==> src/rtl/zero_stream_core.sv <==
// Zero-subset executor: fetches from program memory, runs against local memory,
// and moves words through valid/ready out/in channels with step-limit supervision.
module zero_stream_core #(
  parameter int W        = 12,
  parameter int NLocal   = 8,
  parameter int NProg    = 32,
  parameter int MaxSteps = 1000,
  localparam int LAW = $clog2(NLocal),
  localparam int PAW = $clog2(NProg),
  localparam int IW  = 6 + LAW + 2*W,
  localparam int SW  = $clog2(MaxSteps+1)
) (
  input  logic          clock,
  input  logic          reset,
  input  logic          prog_we,
  input  logic [PAW-1:0] prog_addr,
  input  logic [IW-1:0] prog_data,
  input  logic          start,
  input  logic          in_valid,
  input  logic [W-1:0]  in_data,
  output logic          in_ready,
  output logic          out_valid,
  output logic [W-1:0]  out_data,
  input  logic          out_ready,
  output logic          busy,
  output logic          finished,
  output logic [1:0]    status,
  output logic [SW-1:0] steps
);
  typedef enum logic [2:0] {S_IDLE, S_FETCH, S_EXEC, S_OUTW, S_INW, S_DONE} state_t;

  localparam logic [PAW:0]  LAST = (PAW+1)'(NProg);
  localparam logic [SW-1:0] MAXS = SW'(MaxSteps);

  state_t         state_q, state_d;
  logic [PAW-1:0] ip_q, ip_d;
  logic [SW-1:0]  steps_q, steps_d, steps_inc;
  logic [1:0]     status_q, status_d;
  logic [W-1:0]   out_q, out_d;
  logic [IW-1:0]  ir_q;
  logic [IW-1:0]  pmem [NProg];
  logic [W-1:0]   lmem_q [NLocal];

  logic           lwe, io_fire;
  logic [W-1:0]   lwd;
  logic [PAW:0]   ip_inc, jtgt, nxt;

  logic [3:0]     op;
  logic           i1, i2;
  logic [LAW-1:0] t;
  logic [W-1:0]   s1, s2, a, b, lt;

  assign {op, i1, i2, t, s1, s2} = ir_q;
  // Operands come from the current (pre-write) local memory contents.
  assign a         = i1 ? s1 : lmem_q[s1[LAW-1:0]];
  assign b         = i2 ? s2 : lmem_q[s2[LAW-1:0]];
  assign lt        = lmem_q[t];
  assign ip_inc    = {1'b0, ip_q} + 1'b1;
  assign jtgt      = {1'b0, a[PAW-1:0]};
  assign steps_inc = steps_q + 1'b1;

  assign busy      = (state_q == S_FETCH) || (state_q == S_EXEC) ||
                     (state_q == S_OUTW)  || (state_q == S_INW);
  assign finished  = (state_q == S_DONE);
  assign out_valid = (state_q == S_OUTW);
  assign in_ready  = (state_q == S_INW);
  assign out_data  = out_q;
  assign status    = status_q;
  assign steps     = steps_q;

  always_comb begin
    state_d  = state_q;
    ip_d     = ip_q;
    steps_d  = steps_q;
    status_d = status_q;
    out_d    = out_q;
    lwe      = 1'b0;
    lwd      = '0;
    nxt      = ip_inc;
    io_fire  = 1'b0;
    unique case (state_q)
      S_IDLE, S_DONE: if (start) begin
        state_d  = S_FETCH;
        ip_d     = '0;
        steps_d  = '0;
        status_d = 2'd0;
      end
      S_FETCH: state_d = S_EXEC;
      S_EXEC: begin
        steps_d = steps_inc;
        case (op)
          4'd0: begin lwe = 1'b1; lwd = a; end
          4'd1: begin lwe = 1'b1; lwd = {{(W-1){1'b0}}, a == '0}; end
          4'd2: begin lwe = 1'b1; lwd = a + b; end
          4'd3: begin lwe = 1'b1; lwd = a - b; end
          4'd4: nxt = jtgt;
          4'd5: if (lt == b) nxt = jtgt;
          4'd6: if (lt != b) nxt = jtgt;
          default: ;
        endcase
        if (op == 4'd7) begin
          out_d   = a;
          state_d = S_OUTW;
        end else if (op == 4'd8) begin
          state_d = S_INW;
        end else if (op > 4'd9) begin
          state_d  = S_DONE;
          status_d = 2'd2;
        end else if (steps_inc == MAXS) begin
          state_d  = S_DONE;
          status_d = 2'd1;
        end else if (op == 4'd9 || nxt >= LAST) begin
          state_d  = S_DONE;
          status_d = 2'd0;
        end else begin
          state_d = S_FETCH;
          ip_d    = nxt[PAW-1:0];
        end
      end
      S_OUTW: io_fire = out_ready;
      S_INW: if (in_valid) begin
        io_fire = 1'b1;
        lwe     = 1'b1;
        lwd     = in_data;
      end
      default: state_d = S_IDLE;
    endcase
    // A finished handshake still honours a step limit reached at its EXEC.
    if (io_fire) begin
      if (steps_q == MAXS) begin
        state_d  = S_DONE;
        status_d = 2'd1;
      end else if (ip_inc >= LAST) begin
        state_d  = S_DONE;
        status_d = 2'd0;
      end else begin
        state_d = S_FETCH;
        ip_d    = ip_inc[PAW-1:0];
      end
    end
  end

  always_ff @(posedge clock) begin
    if (!reset) begin
      state_q  <= S_IDLE;
      ip_q     <= '0;
      steps_q  <= '0;
      status_q <= 2'd0;
      out_q    <= '0;
      ir_q     <= '0;
      for (int i = 0; i < NLocal; i++) lmem_q[i] <= '0;
    end else begin
      state_q  <= state_d;
      ip_q     <= ip_d;
      steps_q  <= steps_d;
      status_q <= status_d;
      out_q    <= out_d;
      if (state_q == S_FETCH) ir_q <= pmem[ip_q];
      if (lwe) lmem_q[t] <= lwd;
    end
  end

  // Program memory survives reset; loads are locked out while running.
  always_ff @(posedge clock) begin
    if (prog_we && !busy && ({1'b0, prog_addr} < LAST)) pmem[prog_addr] <= prog_data;
  end
endmodule

==> config.mk <==
export PLATFORM = sky130hd
export DESIGN_NAME = zero_stream_core
export DESIGN_NICKNAME = d
export VERILOG_FILES = /design/src/rtl/zero_stream_core.sv
export SDC_FILE = /design/constraint.sdc
export NUM_CORES = 1
export LEC_CHECK = 0
export CAP_MARGIN = 20
export CORE_MARGIN = 2
export CORE_UTILIZATION = 50
export DETAILED_ROUTE_END_ITERATION = 7
export GPL_TIMING_DRIVEN = 0
export PLACE_DENSITY = 0.66
export SYNTH_ARGS = -nofsm -noshare
export SYNTH_HDL_FRONTEND = slang
export SYNTH_SLANG_ARGS = --single-unit
==> constraint.sdc <==
create_clock -name clock -period 6.9 [get_ports clock]
set_input_delay 0.69 -clock clock [delete_from_list [all_inputs] [get_ports clock]]
set_output_delay 0.69 -clock clock [all_outputs]
set_load 0.1 [all_outputs]
==> metrics.txt <==
# TYPE chip_impl_metric gauge
chip_impl_metric{name="clock_sinks",unit=""} 1217
chip_impl_metric{name="antenna_found_initial",unit=""} 8
chip_impl_info{name="min-delay-path-class",value="flip-flop to flip-flop"} 1
chip_impl_metric{name="post-place-ws",unit="ns"} 0.6741
chip_impl_metric{name="post-cts-setup-buffer-count",unit=""} 0
chip_impl_metric{name="drt-wirelength-per-cell",unit="microns"} 32.44
chip_impl_metric{name="max_slew.worst_pin.slew",unit="ns"} 1.142
chip_impl_metric{name="postPlaceCellArea",unit="sq um"} 53590
chip_impl_metric{name="fin_hold_ws",unit="ns"} 0.4748
chip_impl_metric{name="floorplan.die_area",unit="sq um"} 102100
chip_impl_metric{name="globalRouteTotalUtil",unit=""} 0.2646
chip_impl_metric{name="areaGrowthSynthToFinish",unit="%"} 16.35
chip_impl_metric{name="netlist-cell-type-count",unit=""} 62
chip_impl_metric{name="htreeDepth",unit=""} 3
chip_impl_metric{name="final_layout_size_suffix_gt1_frac",unit=""} 0.2458
chip_impl_metric{name="power_leakage",unit="nW"} 17.84
chip_impl_metric{name="numCtsBuffers",unit=""} 118
chip_impl_metric{name="worst_ep_arrival_time",unit="ns"} 6.87
chip_impl_metric{name="gp_congestion",unit=""} 0.9341
chip_impl_metric{name="maxCapViolations",unit=""} 0
chip_impl_metric{name="post-route-min-period",unit="ns"} 6.470
chip_impl_info{name="tritoncts",value="built"} 1
chip_impl_metric{name="post_synthesis_average_cell_area",unit="sq um"} 20.08
chip_impl_metric{name="synth_edf_count",unit=""} 1152
chip_impl_metric{name="dieHeight",unit="microns"} 319.5
chip_impl_metric{name="grt_pass1_vias",unit=""} 26471
chip_impl_metric{name="syn_nets",unit=""} 2551
chip_impl_info{name="critPathCapture",value="lmem_q[5][9]$_SDFFCE_PN0P_"} 1
chip_impl_metric{name="post_synth_instance_area",unit="sq um"} 49770
chip_impl_metric{name="ir_worst_vdd",unit="uV"} 287.5
chip_impl_metric{name="ioPinCount",unit=""} 84
chip_impl_metric{name="dr.pass1.iters",unit=""} 6
chip_impl_metric{name="path_depth",unit=""} 18
chip_impl_metric{name="detailedPlacementHpwl",unit="microns"} 90830
chip_impl_metric{name="fp.dieW",unit="microns"} 319.5
chip_impl_info{name="start_kind",value="flip-flop"} 1
chip_impl_metric{name="regToRegSetupSlack",unit="ns"} 0.43
chip_impl_info{name="clockRootBuffer",value="sky130_fd_sc_hd__clkbuf_16"} 1
chip_impl_metric{name="fillerInstances",unit=""} 7005
chip_impl_metric{name="rows",unit=""} 115
chip_impl_info{name="reg2reg_to",value="lmem_q[5][9]$_SDFFCE_PN0P_"} 1
chip_impl_info{name="path_common_cell",value="sky130_fd_sc_hd__o21ai_0"} 1
chip_impl_metric{name="ant_nets",unit=""} 0
chip_impl_info{name="crit_slowest_cell",value="sky130_fd_sc_hd__a22oi_1"} 1
chip_impl_metric{name="synth-warning-count",unit=""} 0
chip_impl_metric{name="finish.net_count",unit=""} 2832
chip_impl_metric{name="route.final.wire_length",unit="microns"} 134700
chip_impl_metric{name="total_power",unit="W"} 0.01855
chip_impl_info{name="setup_repair_after_global_routing_missed_its_margin",value="false"} 1
chip_impl_metric{name="finalSetupViolations",unit=""} 0
chip_impl_info{name="critical_path.reg2reg.startpoint",value="ir_q[12]$_SDFFE_PN0P_"} 1
chip_impl_metric{name="pin_count_of_the_biggest_net_entering_global_routing",unit=""} 33
chip_impl_metric{name="postSynthCellCount",unit=""} 2479
chip_impl_metric{name="detailedRoute.firstIterationViolations",unit=""} 3832
chip_impl_info{name="critPathCaptureType",value="flip-flop"} 1
chip_impl_metric{name="route.detailed.vias_per_inst",unit=""} 6.454
chip_impl_metric{name="ys_seq_area_frac",unit=""} 0.7212
chip_impl_metric{name="drcViolationCount",unit=""} 0
chip_impl_metric{name="place.port_buffers",unit=""} 83
chip_impl_metric{name="drv_slew",unit=""} 0
chip_impl_metric{name="fp.coreArea",unit="sq um"} 98560
chip_impl_metric{name="p_per_area",unit="nW/um^2"} 320.3
chip_impl_metric{name="slew-limit-headroom",unit=""} 0.2385
chip_impl_metric{name="critPathBufInv",unit=""} 2
chip_impl_metric{name="grt_overflow_total",unit=""} 0
chip_impl_metric{name="start_util",unit=""} 0.5049
chip_impl_metric{name="finClkSkew",unit="ns"} 0.02000
chip_impl_metric{name="postCtsResizedCells",unit=""} 0
chip_impl_metric{name="cts.clk_slew.worst_paths",unit="ns"} 0.06
chip_impl_info{name="run_status",value="completed"} 1
chip_impl_metric{name="ctsLongestPathBuffers",unit=""} 3
chip_impl_metric{name="clkLatencyLatePin",unit="ns"} 0.72
chip_impl_metric{name="synthArstFlopShare",unit=""} 0
chip_impl_info{name="worstSetupPathType",value="flip-flop to flip-flop"} 1
chip_impl_metric{name="detailroute.via_count",unit=""} 26797
chip_impl_metric{name="synth-seq-cells",unit=""} 1217
chip_impl_metric{name="critPathMaxFanout",unit=""} 10
chip_impl_metric{name="worst_r2r_path_depth",unit=""} 18
chip_impl_metric{name="finalInstanceArea",unit="sq um"} 57910
chip_impl_info{name="worst_path_dominant_cell_family",value="compound AO/OA/AOI/OAI gates"} 1
chip_impl_metric{name="ctsHoldBuffers",unit=""} 0
chip_impl_metric{name="max_clock_freq",unit="GHz"} 0.1545
chip_impl_metric{name="finalHoldViolCount",unit=""} 0
chip_impl_metric{name="grt_pass1_wl",unit="microns"} 191000
chip_impl_metric{name="timing.critical_path.required",unit="ns"} 7.30
chip_impl_metric{name="timing.setup.tns",unit="ns"} 0
chip_impl_metric{name="finalCritPeriodShare",unit=""} 0.9378
chip_impl_metric{name="finalWorstSetupSlack",unit="ns"} 0.4295
chip_impl_info{name="postSynth.topFlopCell",value="sky130_fd_sc_hd__edfxtp_1"} 1
chip_impl_metric{name="max_stage_delay",unit="ns"} 0.82
chip_impl_info{name="setup.worst_path.start",value="ir_q[12]$_SDFFE_PN0P_"} 1
chip_impl_info{name="crit_chain",value="clkbuf_1 > clkbuf_1 > mux4_2 > o21ai_0 > o21ai_1 > ha_1 > o21ai_0 > a21boi_0 > o21ai_0 > a21boi_0 > o21ai_0 > a21boi_0 > o21ai_0 > nand2b_1 > xnor2_1 > o21ai_0 > a22oi_1 > nor2_1"} 1
==> worst min path at each step <==
stage	start	endpoint	slack [ns]	cells after the start
after floorplan	ir_q[15]$_SDFFE_PN0P_	ir_q[15]$_SDFFE_PN0P_	0.47	1
after global placement	out_data[1]$_SDFFE_PN0P_	out_data[1]$_SDFFE_PN0P_	0.46	2
after detailed placement	out_data[8]$_SDFFE_PN0P_	out_data[8]$_SDFFE_PN0P_	0.46	2
after CTS	out_data[11]$_SDFFE_PN0P_	out_data[11]$_SDFFE_PN0P_	0.48	2
after global routing	out_data[11]$_SDFFE_PN0P_	out_data[11]$_SDFFE_PN0P_	0.50	2
final	out_data[1]$_SDFFE_PN0P_	out_data[1]$_SDFFE_PN0P_	0.47	2
==> layer usage <==
layer,share of wire,vias up,GRT usage
met1,0.40,14206,0.3844
met5,0.00037,-,0
met2,0.47,1512,0.4071
met4,0.033,8,0.08983
li1,-,10842,-
met3,0.10,229,0.05110
==> worst reg2reg max path, stage by stage, from the launching register on <==
cell,delay (ns)
sky130_fd_sc_hd__dfxtp_1,0.30
sky130_fd_sc_hd__clkbuf_1,0.74
sky130_fd_sc_hd__clkbuf_1,0.71
sky130_fd_sc_hd__mux4_2,0.59
sky130_fd_sc_hd__o21ai_0,0.15
sky130_fd_sc_hd__o21ai_1,0.24
sky130_fd_sc_hd__ha_1,0.45
sky130_fd_sc_hd__o21ai_0,0.20
sky130_fd_sc_hd__a21boi_0,0.20
sky130_fd_sc_hd__o21ai_0,0.25
sky130_fd_sc_hd__a21boi_0,0.16
sky130_fd_sc_hd__o21ai_0,0.24
sky130_fd_sc_hd__a21boi_0,0.15
sky130_fd_sc_hd__o21ai_0,0.34
sky130_fd_sc_hd__nand2b_1,0.12
sky130_fd_sc_hd__xnor2_1,0.16
sky130_fd_sc_hd__o21ai_0,0.23
sky130_fd_sc_hd__a22oi_1,0.82
sky130_fd_sc_hd__nor2_1,0.12
==> state kept, by name, summed over array words and instances (netlist names) <==
signal    count
pmem       1056
out_data     12
steps        10
lmem_q       96
ir_q         33
status        2
state_q       3
ip_q          5
==> cells in the final DEF (no fill, tap or decap), types with 21 or more instances in the layout <==
cell type,netlist,routed
sky130_fd_sc_hd__edfxtp_1,1152,1152
sky130_fd_sc_hd__mux4_2,392,392
sky130_fd_sc_hd__nor2_1,170,138
sky130_fd_sc_hd__clkbuf_1,109,131
sky130_fd_sc_hd__clkbuf_16,0,123
sky130_fd_sc_hd__nand2_1,111,111
sky130_fd_sc_hd__clkdlybuf4s50_1,0,83
sky130_fd_sc_hd__mux2i_1,74,74
sky130_fd_sc_hd__dfxtp_1,65,65
sky130_fd_sc_hd__o21ai_0,41,41
sky130_fd_sc_hd__o211a_1,35,35
sky130_fd_sc_hd__a21oi_1,33,33
sky130_fd_sc_hd__buf_12,1,32
sky130_fd_sc_hd__nor2_4,0,32
sky130_fd_sc_hd__buf_8,0,29
sky130_fd_sc_hd__buf_1,28,27
sky130_fd_sc_hd__clkinv_1,0,26
sky130_fd_sc_hd__xnor2_1,23,23
sky130_fd_sc_hd__clkinv_2,0,23
sky130_fd_sc_hd__nand3_1,21,21
==> cell usage after synthesis, types with 12 or more instances <==
| master | instances | area, sq um |
|---|---|---|
| sky130_fd_sc_hd__a22oi_1 | 13 | 97.59 |
| sky130_fd_sc_hd__a21oi_1 | 33 | 165.2 |
| sky130_fd_sc_hd__o22ai_1 | 12 | 75.07 |
| sky130_fd_sc_hd__inv_1 | 20 | 75.07 |
| sky130_fd_sc_hd__nor2_1 | 170 | 638.1 |
| sky130_fd_sc_hd__a21boi_0 | 14 | 105.1 |
| sky130_fd_sc_hd__ha_1 | 15 | 187.7 |
| sky130_fd_sc_hd__xnor2_1 | 23 | 201.4 |
| sky130_fd_sc_hd__clkbuf_1 | 109 | 409.1 |
| sky130_fd_sc_hd__o211a_1 | 35 | 350.3 |
| sky130_fd_sc_hd__mux2i_1 | 74 | 740.7 |
| sky130_fd_sc_hd__o21ai_0 | 41 | 205.2 |
| sky130_fd_sc_hd__buf_1 | 28 | 105.1 |
| sky130_fd_sc_hd__edfxtp_1 | 1152 | 34590 |
| sky130_fd_sc_hd__mux4_2 | 392 | 8828 |
| sky130_fd_sc_hd__nand3_1 | 21 | 105.1 |
| sky130_fd_sc_hd__nand2_1 | 111 | 416.7 |
| sky130_fd_sc_hd__dfxtp_1 | 65 | 1301 |
==> through the flow <==
step | instances | util
detailed placement | 3906 | 0.5437
global placement | 3849 | 0.5297
CTS | 4126 | 0.5832
global route | 4150 | 0.5875
finish | 4152 | 0.5875
floorplan | 2479 | -
==> area by class of cell <==
cell class              instances  area (sq um)  share of cell area
clock buffers                 142          3085             0.05328
repair buffers                161          2375             0.04101
diodes                          5         12.51           0.0002161
well taps                    1287          1610             0.02781
clock inverters                78         813.3             0.01404
multi-input cells            1090         13410              0.2316
flip-flops and latches       1217         35890              0.6199
plain buffers                 152         631.9             0.01091
inverters                      20         75.07            0.001296
==> logic make-up (layout without fill, tap and decap cells) <==
| family | after synthesis | count (layout) | share of synthesized area |
|---|---|---|---|
| AOI/OAI and AO/OA | 192 | 192 | 0.02786 |
| xor gates and xnor gates | 33 | 33 | 0.005807 |
| adders and majority gates | 16 | 16 | 0.004173 |
| buffers and inverters | 172 | 553 | 0.01418 |
| DFF | 1217 | 1217 | 0.7212 |
| muxes | 467 | 467 | 0.1928 |
| other | 0 | 5 | 0 |
| and+or+nand+nor | 382 | 382 | 0.03396 |
==> power breakdown <==
part | switching, W | total, W | internal, W
clock network | 0.00279 | 0.00647 | 0.00368
logic | 0.00219 | 0.00377 | 0.00159
registers | 0.0000796 | 0.00831 | 0.00823
Note: power is estimated with default switching activity, not from simulation.
==> patch, RTL diff (same flow settings) <==
Set the parameter `NProg` to 16 (it was 32).
--- a/src/rtl/zero_stream_core.sv
+++ b/src/rtl/zero_stream_core.sv
@@ -3,7 +3,7 @@
 module zero_stream_core #(
   parameter int W        = 12,
   parameter int NLocal   = 8,
-  parameter int NProg    = 32,
+  parameter int NProg    = 16,
   parameter int MaxSteps = 1000,
   localparam int LAW = $clog2(NLocal),
   localparam int PAW = $clog2(NProg),
Ports: changed (resized prog_addr); port bits go from 84 to 83. No check against the original RTL was run, so the function may have changed too.
==> patch against the unedited design <==
Power fell by 48%. Combinational power fell by 74%. Clock skew fell by 0.0033 ns. Core utilization fell by 0.094 points. Sequential share of layout area fell by 3.8 points. Die area fell by 40%. Worst hold slack got worse by 0.0021 ns. Worst setup slack improved by 0.95 ns. Sequential cell count fell by 529. Area after synthesis fell by 41%. Routed wire length fell by 42%. Cell area fell by 41%.
==> patch: results (changes against the unedited design) <==
[metrics] largest net degree at the start of global routing: 20 (-39%)
[metrics] Port Buffers: 82 (-1.2%)
[metrics] fillers: 4329 (-38%)
[metrics] pre-CTS setup slack: 1.573 ns (+0.8989 ns)
[metrics] count of nets after finishing: 1968 (-31%)
[metrics] cell count after synthesis: 1702 (-31%)
[metrics] wire length of the first global-routing pass: 113900 um (-40%)
[metrics] Distinct cells, synth: 72 (+16%)
[metrics] relative contribution of the clock network to total power: 41.0% (+6.1 points)
[metrics] layout cells sized above 1: 22.02% (-2.6 points)
[metrics] placed cell areas: 31960 um2 (-40%)
[metrics] total area of multi-input combinational cells: 9102 um2 (-32%)
[metrics] proportion of total power due to net switching: 23.36% (-3.9 points)
[metrics] reg2reg path depth: 17 (-1)
[metrics] capture endpoint of the worst hold path: ir_q[18]$_SDFFE_PN0P_
[metrics] final weighted congestion of routability-driven global placement: 0.9588 (+2.6%)
[metrics] Non-Filler Instances: 2727 (-34%)
[metrics] half-perimeter wire length after placement: 53480 um (-41%)
[metrics] run status: complete, no violations
[metrics] cell with the largest stage delay on the worst path: sky130_fd_sc_hd__a31oi_1
[metrics] Largest stage delay, worst path: 0.70 ns (-0.12 ns)
[metrics] via count of the first global-routing pass: 17093 (-35%)
[metrics] timing-limited maximum frequency: 181.3 MHz (+17%)
[metrics] top post-synthesis cells by count: sky130_fd_sc_hd__edfxtp_1, sky130_fd_sc_hd__mux4_2, sky130_fd_sc_hd__nor2_1
[metrics] highest ir drop seen on vdd: 0.0002181 V (-24%)
[metrics] number of placed instances with taps included: 2590 (-34%)
[metrics] r2r endpoint: lmem_q[2][10]$_SDFFCE_PN0P_
[metrics] static power due to leakage: 10.69 nW (-40%)
[metrics] number of vias per cell: 6.240 (-3.3%)
[metrics] synth top area cells: sky130_fd_sc_hd__edfxtp_1, sky130_fd_sc_hd__mux4_2, sky130_fd_sc_hd__dfxtp_1
[metrics] wire length reported by the detailed router: 78260 um (-42%)
[metrics] share of synthesized area occupied by flip-flops and latches: 67.74% (-4.4 points)
==> patch: area by class of cell <==
class,instances,area share [%]
multi-input cells,890,26.44
clock buffers,80,5.383
clock inverters,51,1.538
repair buffers,120,4.085
inverters,20,0.2181
well taps,773,2.810
diodes,1,0.007270
flip-flops and latches,688,58.16
plain buffers,104,1.359
==> patch: layer usage <==
| layer | share of wire, % | track usage (%) | vias up |
|---|---|---|---|
| li1 | - | - | 7235 |
| met1 | 40 | 35.12 | 8767 |
| met2 | 49 | 43.00 | 843 |
| met3 | 7.6 | 4.786 | 166 |
| met4 | 3.5 | 9.798 | 6 |
| met5 | 0.054 | 0 | - |
==> patch: kinds of logic (layout without fill, tap and decap cells) <==
group,Yosys count,count (layout),synth area share (%)
XOR/XNOR,34,34,1.008
flip-flops,688,688,67.74
multiplexers,276,276,19.05
AND/OR/NAND/NOR,390,390,5.868
AO/OA/AOI/OAI,174,174,3.798
adder cells (fa/ha/maj),16,16,0.7028
other,0,1,0
buffers and inverters,124,375,1.837
